[src/rtl/order_match_engine.sv]
// Two-sided order book with cross detection, trade counting and halt control.
// Optional feature: define SPREAD_HALT_EN to halt from QUOTE when the spread exceeds MAX_SPREAD.
module order_match_engine #(
    parameter logic [7:0] MAX_SPREAD  = 8'd50,
    parameter logic [7:0] TRADE_LIMIT = 8'd20
) (
    input  logic       clk,
    input  logic       reset,
    input  logic       buy_valid,
    input  logic [7:0] buy_in,
    input  logic       sell_valid,
    input  logic [7:0] sell_in,
    input  logic       resume,
    output logic       order_ready,
    output logic [7:0] buy_price,
    output logic [7:0] sell_price,
    output logic [7:0] spread_now,
    output logic [7:0] trade_count,
    output logic [1:0] state,
    output logic       halt_signal,
    output logic       match_signal
);

`ifdef SPREAD_HALT_EN
    localparam bit SPREAD_HALT = 1'b1;
`else
    localparam bit SPREAD_HALT = 1'b0;
`endif

    typedef enum logic [1:0] {
        IDLE  = 2'b00,
        QUOTE = 2'b01,
        MATCH = 2'b10,
        HALT  = 2'b11
    } state_t;

    state_t     state_r;
    logic       has_bid_r;
    logic       has_ask_r;
    logic       limit_halt_r;

    logic [7:0] bid_s;
    logic [7:0] ask_s;
    logic       has_bid_s;
    logic       has_ask_s;
    logic [7:0] spread_s;
    logic       cross_s;
    logic       spread_halt_s;

    // Prices feed two-digit displays, so anything above 99 is pinned to 99.
    function automatic logic [7:0] clamp_price(input logic [7:0] p);
        return (p > 8'd99) ? 8'd99 : p;
    endfunction

    function automatic logic [7:0] sat_inc(input logic [7:0] v);
        return (v == 8'd255) ? 8'd255 : v + 8'd1;
    endfunction

    assign state = state_r;

    // Book contents after this cycle's captures, and decisions on the registered book.
    always_comb begin
        bid_s     = buy_price;
        ask_s     = sell_price;
        has_bid_s = has_bid_r;
        has_ask_s = has_ask_r;
        if (buy_valid && order_ready) begin
            bid_s     = clamp_price(buy_in);
            has_bid_s = 1'b1;
        end else begin
            bid_s     = buy_price;
        end
        if (sell_valid && order_ready) begin
            ask_s     = clamp_price(sell_in);
            has_ask_s = 1'b1;
        end else begin
            ask_s     = sell_price;
        end
        if (has_bid_s && has_ask_s && (ask_s > bid_s)) begin
            spread_s = ask_s - bid_s;
        end else begin
            spread_s = 8'd0;
        end
        cross_s       = has_bid_r && has_ask_r && (buy_price >= sell_price);
        spread_halt_s = SPREAD_HALT && (spread_now > MAX_SPREAD);
    end

    // Engine FSM together with the book and every registered output.
    always_ff @(posedge clk or posedge reset) begin
        if (reset) begin
            state_r      <= IDLE;
            has_bid_r    <= 1'b0;
            has_ask_r    <= 1'b0;
            limit_halt_r <= 1'b0;
            order_ready  <= 1'b0;
            buy_price    <= 8'd0;
            sell_price   <= 8'd0;
            spread_now   <= 8'd0;
            trade_count  <= 8'd0;
            halt_signal  <= 1'b0;
            match_signal <= 1'b0;
        end else begin
            case (state_r)
                IDLE, QUOTE: begin
                    buy_price  <= bid_s;
                    sell_price <= ask_s;
                    has_bid_r  <= has_bid_s;
                    has_ask_r  <= has_ask_s;
                    spread_now <= spread_s;
                    // A cross wins over a spread halt.
                    if (cross_s) begin
                        state_r      <= MATCH;
                        match_signal <= 1'b1;
                        order_ready  <= 1'b0;
                        trade_count  <= sat_inc(trade_count);
                    end else if ((state_r == QUOTE) && spread_halt_s) begin
                        state_r      <= HALT;
                        halt_signal  <= 1'b1;
                        limit_halt_r <= 1'b0;
                        order_ready  <= 1'b0;
                    end else if (has_bid_r && has_ask_r) begin
                        state_r     <= QUOTE;
                        order_ready <= 1'b1;
                    end else begin
                        state_r     <= IDLE;
                        order_ready <= 1'b1;
                    end
                end
                MATCH: begin
                    match_signal <= 1'b0;
                    has_bid_r    <= 1'b0;
                    has_ask_r    <= 1'b0;
                    spread_now   <= 8'd0;
                    if (trade_count == TRADE_LIMIT) begin
                        state_r      <= HALT;
                        halt_signal  <= 1'b1;
                        limit_halt_r <= 1'b1;
                        order_ready  <= 1'b0;
                    end else begin
                        state_r      <= IDLE;
                        order_ready  <= 1'b1;
                    end
                end
                HALT: begin
                    if (resume) begin
                        state_r      <= IDLE;
                        halt_signal  <= 1'b0;
                        has_bid_r    <= 1'b0;
                        has_ask_r    <= 1'b0;
                        spread_now   <= 8'd0;
                        order_ready  <= 1'b1;
                        limit_halt_r <= 1'b0;
                        // Only a trade-limit halt restarts the count.
                        if (limit_halt_r) begin
                            trade_count <= 8'd0;
                        end else begin
                            trade_count <= trade_count;
                        end
                    end else begin
                        state_r <= HALT;
                    end
                end
                default: begin
                    state_r     <= IDLE;
                    order_ready <= 1'b1;
                end
            endcase
        end
    end

endmodule
[config.mk]
export PLATFORM = sky130hd
export DESIGN_NAME = order_match_engine
export DESIGN_NICKNAME = d
export VERILOG_FILES = /design/src/rtl/order_match_engine.sv
export SDC_FILE = /design/constraint.sdc
export NUM_CORES = 1
export LEC_CHECK = 0
export ABC_AREA = 1
export CAP_MARGIN = 20
export CORE_MARGIN = 5
export CORE_UTILIZATION = 60
export DETAILED_ROUTE_END_ITERATION = 6
export DONT_BUFFER_PORTS = 1
export PLACE_DENSITY = 0.82
export SKIP_LAST_GASP = 1
export SLEW_MARGIN = 10
export SYNTH_ARGS = -nofsm -noshare
export SYNTH_HDL_FRONTEND = slang
export SYNTH_SLANG_ARGS = --single-unit
[constraint.sdc]
create_clock -name clk -period 6.1 [get_ports clk]
set_input_delay 1.22 -clock clk [delete_from_list [all_inputs] [get_ports clk]]
set_output_delay 1.22 -clock clk [all_outputs]
set_load 0.005 [all_outputs]
==> impl_metrics.toml, run 1 <==
[finish]
nNetsFinal = 391
syn_to_final_growth_pct = 4.80
mostFrequentLayoutCell = "nand2_1"
seq_area_um2 = 976
fillers = 396
final_cell_mix = "86 x nand2_1, 55 x inv_1, 39 x dfrtp_1, 26 x nand3_1, 22 x nor2_1"
layout.cells.non_filler = 402
drive_above_1_share_pct = 8.52
num_antenna_cells = 0
multi_input_area_um2 = 1360

[setup_path]
worstSetupPathType = "input pin to register"
regToRegSetupSlack_ps = 3500
start_kind = "input pin"
arrival_ps = 3370
end_kind = "register"
cp.required_ps = 6320
worstPathMaxFanout = 8

[sta]
tightest_slew_ps = 796
rsz0062_at_grt = "false"
drv_slew = 0
setup_violations = 0
setup_slack_ps = 2950
tns_ps = 0
fin_skew_ps = 16.7
timing.hold.ws_ps = 521
min_period_ps = 3150
relSlewSlack_pct = 46.9
post-route-period-util_pct = 51.7
clock.fmax_mhz = 317
hold_viol = 0

[logic_synthesis]
netlist_area_um2 = 2580
syn_avg_cell_area_um2 = 7.42
syn-num-nets = 388
synthFlopType = "dfrtp_1"
synth_edf_count = 0
synthArstFlopShare_pct = 100
synthCells = 348
ys_warn_count = 0
synth_seq_cells = 39
ys_types = 34
synth.yosys.seq_area_share_pct = 37.8

[power_and_ir_drop]
powerDensity_nw_per_um2 = 453
leakage_nw = 1.37
ir_worst_vdd_mv = 0.282

[route]
wl_per_cell_um = 15.2
drt_iter0_markers = 160
drcViolationCount = 0
ant_nets = 0
wl_mm = 6.12
first_pass_iters = 4
viasPerCell = 5.69
routed-via-count = 2288

[grt]
grtUsageTotal_pct = 24.1
grt_max_degree = 40
grt_pass1_wl_mm = 10.3
grt_antenna_before_repair = 0
grt_overflow = 0
grt_pass1_vias = 2298

[run]
cap_violations = 0

[floorplanning]
ios = 58
rows = 23
die_x_um = 75.6
die_y_um = 75.6
initial_core_util_pct = 63.2
dieArea_um2 = 5710
core_um2 = 4090

[clock_network]
htreeDepth = 2
clk_latency_ps = 300
cts_sinks = 39
clockRootBuffer = "clkbuf_8"
clk_pin_slew_worst_paths_ps = 70
ctsResizeCount = 0
post_cts_buffers = 0
cts_hold_buffers = 0
cts_tree = "yes"
numCtsBuffers = 5
cts_max_path_buffers = 2

[placed_design]
post-place-ws_ps = 2690
io_buffers = 0
dp.cells = 394
place.detailed.hpwl_mm = 4.74
place_congestion = 0.913

[run_status]
status = "complete, no violations"

[min_path]
hold_path_class = "register to register"
==> registers in the layout (all words and copies together) (netlist names) <==
register      flops
buy_price         8
limit_halt_r      1
trade_count       8
has_bid_r         1
has_ask_r         1
sell_price        8
spread_now        8
match_signal      1
order_ready       1
state             2
==> cells in the mapped netlist (2+ instances only) <==
| library cell | number | share of area [%] |
|---|---|---|
| a31oi_1 | 2 | 0.48 |
| o21ai_0 | 18 | 3.5 |
| ha_1 | 18 | 8.7 |
| buf_2 | 3 | 0.58 |
| o21ai_1 | 10 | 1.9 |
| nor3_2 | 2 | 0.78 |
| nand2_2 | 6 | 1.5 |
| xnor2_1 | 2 | 0.68 |
| dfrtp_1 | 39 | 38 |
| nand3_1 | 26 | 5.0 |
| nor2_2 | 3 | 0.73 |
| nand2_1 | 86 | 13 |
| nand3_2 | 2 | 0.78 |
| a21oi_1 | 15 | 2.9 |
| nand4_1 | 4 | 0.97 |
| nor2_1 | 22 | 3.2 |
| nand3b_1 | 4 | 1.2 |
| nor3_1 | 2 | 0.39 |
| o22ai_1 | 12 | 2.9 |
| or2_2 | 4 | 0.97 |
| inv_1 | 55 | 8.0 |
==> cell type report <==
cell class	instances	share of cell area [%]
clock buffers	5	2.54
clock inverters	3	0.555
inverters	57	8.00
multi-input cells	247	50.2
flip-flops and latches	39	36.1
well taps	50	2.31
repair buffers	1	0.278
==> power by group <==
part	internal (mW)	total, mW	switching (mW)
Clock	0.0783	0.171	0.0929
Sequential	0.337	0.439	0.102
Combinational	0.228	0.615	0.386
==> layer usage <==
layer / part of all wire (%) / vias to the layer above / wire length (um) / track usage, %
li1: - / 1140 / - / -
met1: 41 / 1056 / 2480 / 28.4
met2: 50 / 76 / 3050 / 41.4
met3: 7.4 / 16 / 452 / 6.46
met4: 2.2 / 0 / 133 / 9.71
met5: 0 / - / 0 / 0
==> worst paths after layout <==
path	startpoint	end	depth (start not counted)
worst min-delay path	spread_now[4]$_DFFE_PP0N_	spread_now[4]$_DFFE_PP0N_	2
min in group asynchronous	reset	buy_price[5]$_DFFE_PP0P_	2
max in group asynchronous	reset	sell_price[3]$_DFFE_PP0P_	2
worst max register to register	order_ready$_DFFE_PP0N_	spread_now[6]$_DFFE_PP0N_	11
worst max-delay path	buy_in[3]	spread_now[6]$_DFFE_PP0N_	14
worst min register to register	spread_now[4]$_DFFE_PP0N_	spread_now[4]$_DFFE_PP0N_	2
==> per-stage QoR <==
stage	total power, mW	instance area, um^2	util, %
2_1_floorplan	0.910	2580	-
3_3_place_gp	1.03	2620	64.1
3_5_place_dp	1.06	2620	64.1
4_1_cts	1.23	2710	66.2
5_1_grt	1.35	2710	66.2
6_report	1.22	2710	66.2
==> cells by family after synthesis <==
kind of cell / share of synthesized area [%]
buffers and inverters: 9.55
xor gates and xnor gates: 1.02
adders and majority gates: 9.50
DFF: 37.8
and+or+nand+nor: 28.8
AOI/OAI and AO/OA: 13.3
==> worst max-delay path, cell delays in order <==
cell and delay [ps]:
nor2_1 90, nand2_1 50, a31oi_1 340, nand2_1 140
o21ai_0 100, inv_1 60, ha_1 220, fa_1 410
nand3b_1 170, nand2_1 130, nand4_1 90, nand2_1 80
nand2_2 110, o21ai_1 150
No activity file was read; power rests on OpenSTA's default activity.
==> run 2: changes to the inputs <==
- clock period: 6.1 -> 3.3 ns (I/O delays scaled with it)
==> run 2 against run 1 <==
  * First-iteration DRC count is 17% lower
  * Utilization is 1.3 points higher
  * Sequential share of layout area is 0.69 points lower
  * Largest cell class unchanged
  * Setup slack worse by 2200 ps
  * Critical path depth stayed put
  * Sequential power is 85% higher
  * Die area stayed put
  * Non-clock buffer count stayed put
  * Global-route usage is 0.79 points higher
  * Clock skew is 3.9 ps lower
  * Design area is 1.9% higher
==> impl_metrics.toml, run 2 (same netlist as run 1, synthesis figures left out) <==
[run_status]
status = "complete, no violations"

[finish]
seq_area_um2 = 976
nNetsFinal = 391
post-route-util_pct = 67.5
multi_input_area_um2 = 1360
drive_above_1_share_pct = 8.52
syn_to_final_growth_pct = 6.83
mostFrequentLayoutCell = "nand2_1"
final_cell_mix = "86 x nand2_1, 55 x inv_1, 39 x dfrtp_1, 26 x nand3_1, 22 x nor2_1"
fillers = 351
num_antenna_cells = 0

[clock_network]
clk_pin_slew_worst_paths_ps = 80
cts_tree = "yes"
cts_hold_buffers = 0
clk_latency_ps = 310
htreeDepth = 2
clockRootBuffer = "clkbuf_8"
numCtsBuffers = 5
cts_max_path_buffers = 2
post_cts_buffers = 0
cts_sinks = 39
ctsResizeCount = 0

[sta]
post-route-period-util_pct = 78.3
tightest_slew_ps = 800
drv_slew = 0
rsz0062_at_grt = "false"
setup_violations = 0
fin_skew_ps = 12.9
relSlewSlack_pct = 46.6
hold_viol = 0
min_period_ps = 2580
clock.fmax_mhz = 387
tns_ps = 0

[route]
first_pass_iters = 4
drt_iter0_markers = 133
wl_per_cell_um = 15.7
ant_nets = 0
viasPerCell = 5.77
wl_mm = 6.32
routed-via-count = 2319
drcViolationCount = 0

[setup_path]
cp.required_ps = 3520
rr_startpoint = "order_ready$_DFFE_PP0N_"
cp-endpoint = "spread_now[4]$_DFFE_PP0N_"
reg2reg_depth = 12
end_kind = "register"
cp-startpoint = "buy_in[3]"
arrival_ps = 2810
rr_endpoint = "spread_now[4]$_DFFE_PP0N_"
regToRegSetupSlack_ps = 760
worstPathMaxFanout = 8
worstSetupPathType = "input pin to register"
start_kind = "input pin"

[grt]
grtUsageTotal_pct = 24.9
grt_overflow = 0
grt_antenna_before_repair = 0
grt_max_degree = 21
grt_pass1_vias = 2249
grt_pass1_wl_mm = 10.7

[power_and_ir_drop]
powerDensity_nw_per_um2 = 884
leakage_nw = 1.39
ir_worst_vdd_mv = 0.547

[floorplanning]
dieArea_um2 = 5710
ios = 58
die_x_um = 75.6
core_um2 = 4090
initial_core_util_pct = 63.2
die_y_um = 75.6
rows = 23

[run]
cap_violations = 0

[min_path]
hold_path_class = "input pin to asynchronous set/reset pin"

[placed_design]
io_buffers = 0
place.detailed.hpwl_mm = 4.87
place_congestion = 0.922
run 2: cell count changes in the layout (fill, tap and decap cells not counted), sizes merged:
cell / before / now
bufinv: 0 / 2
clkinv: 3 / 0
clkinvlp: 0 / 1
run 2: where the power goes:
| part | internal, mW | switching, mW | leakage [nW] | total (mW) |
|---|---|---|---|---|
| clock | 0.302 | 0.182 | 0.0644 | 0.483 |
| sequential | 0.622 | 0.190 | 0.485 | 0.812 |
| combinational | 0.422 | 0.720 | 0.841 | 1.14 |
| total | 1.35 | 1.09 | 1.39 | 2.44 |
run 2: cell type report:
class | count | area share [%]
clock buffers | 5 | 2.50
clock inverters | 3 | 2.45
inverters | 57 | 7.85
multi-input cells | 247 | 49.3
flip-flops and latches | 39 | 35.4
well taps | 50 | 2.27
repair buffers | 1 | 0.272
run 2: worst max-delay path, stage by stage:
cell and delay (ps):
nor2_1 90, nand2_1 70, a31oi_1 340, nand2_1 130, o21ai_0 100, inv_1 60, ha_1 220, fa_1 400
nand3b_1 180, nand2_1 120, nand4_1 90, nand2_1 80, nand2_2 110, o21ai_1 150
run 2: worst min-delay path by stage:
stage / from / to / slack (ps)
global route: reset / buy_price[0]$_DFFE_PP0P_ / 430
global placement: spread_now[5]$_DFFE_PP0N_ / spread_now[5]$_DFFE_PP0N_ / 500
finish: reset / buy_price[0]$_DFFE_PP0P_ / 370
detailed placement: spread_now[5]$_DFFE_PP0N_ / spread_now[5]$_DFFE_PP0N_ / 510
CTS: reset / buy_price[0]$_DFFE_PP0P_ / 390
floorplan: match_signal$_DFFE_PP0P_ / match_signal$_DFFE_PP0P_ / 470
run 2: stage by stage:
| stage | setup slack, ps | instances | power [mW] | instance area [um^2] | hold slack (ps) |
|---|---|---|---|---|---|
| 2_1_floorplan | 735 | 348 | 1.68 | 2580 | 473 |
| 3_3_place_gp | 594 | 394 | 1.90 | 2620 | 504 |
| 3_5_place_dp | 454 | 394 | 1.95 | 2620 | 510 |
| 4_1_cts | 758 | 402 | 2.45 | 2760 | 393 |
| 5_1_grt | 498 | 402 | 2.67 | 2760 | 427 |
| 6_report | 715 | 402 | 2.44 | 2760 | 370 |
run 2: routing by layer:
metal | global-route usage [%] | share of wire [%] | vias to the layer above
met1 | 30.7 | 39 | 1081
met5 | 0 | 0 | -
met4 | 8.35 | 1.9 | 0
li1 | - | - | 1143
met2 | 42.4 | 51 | 82
met3 | 6.33 | 7.8 | 13
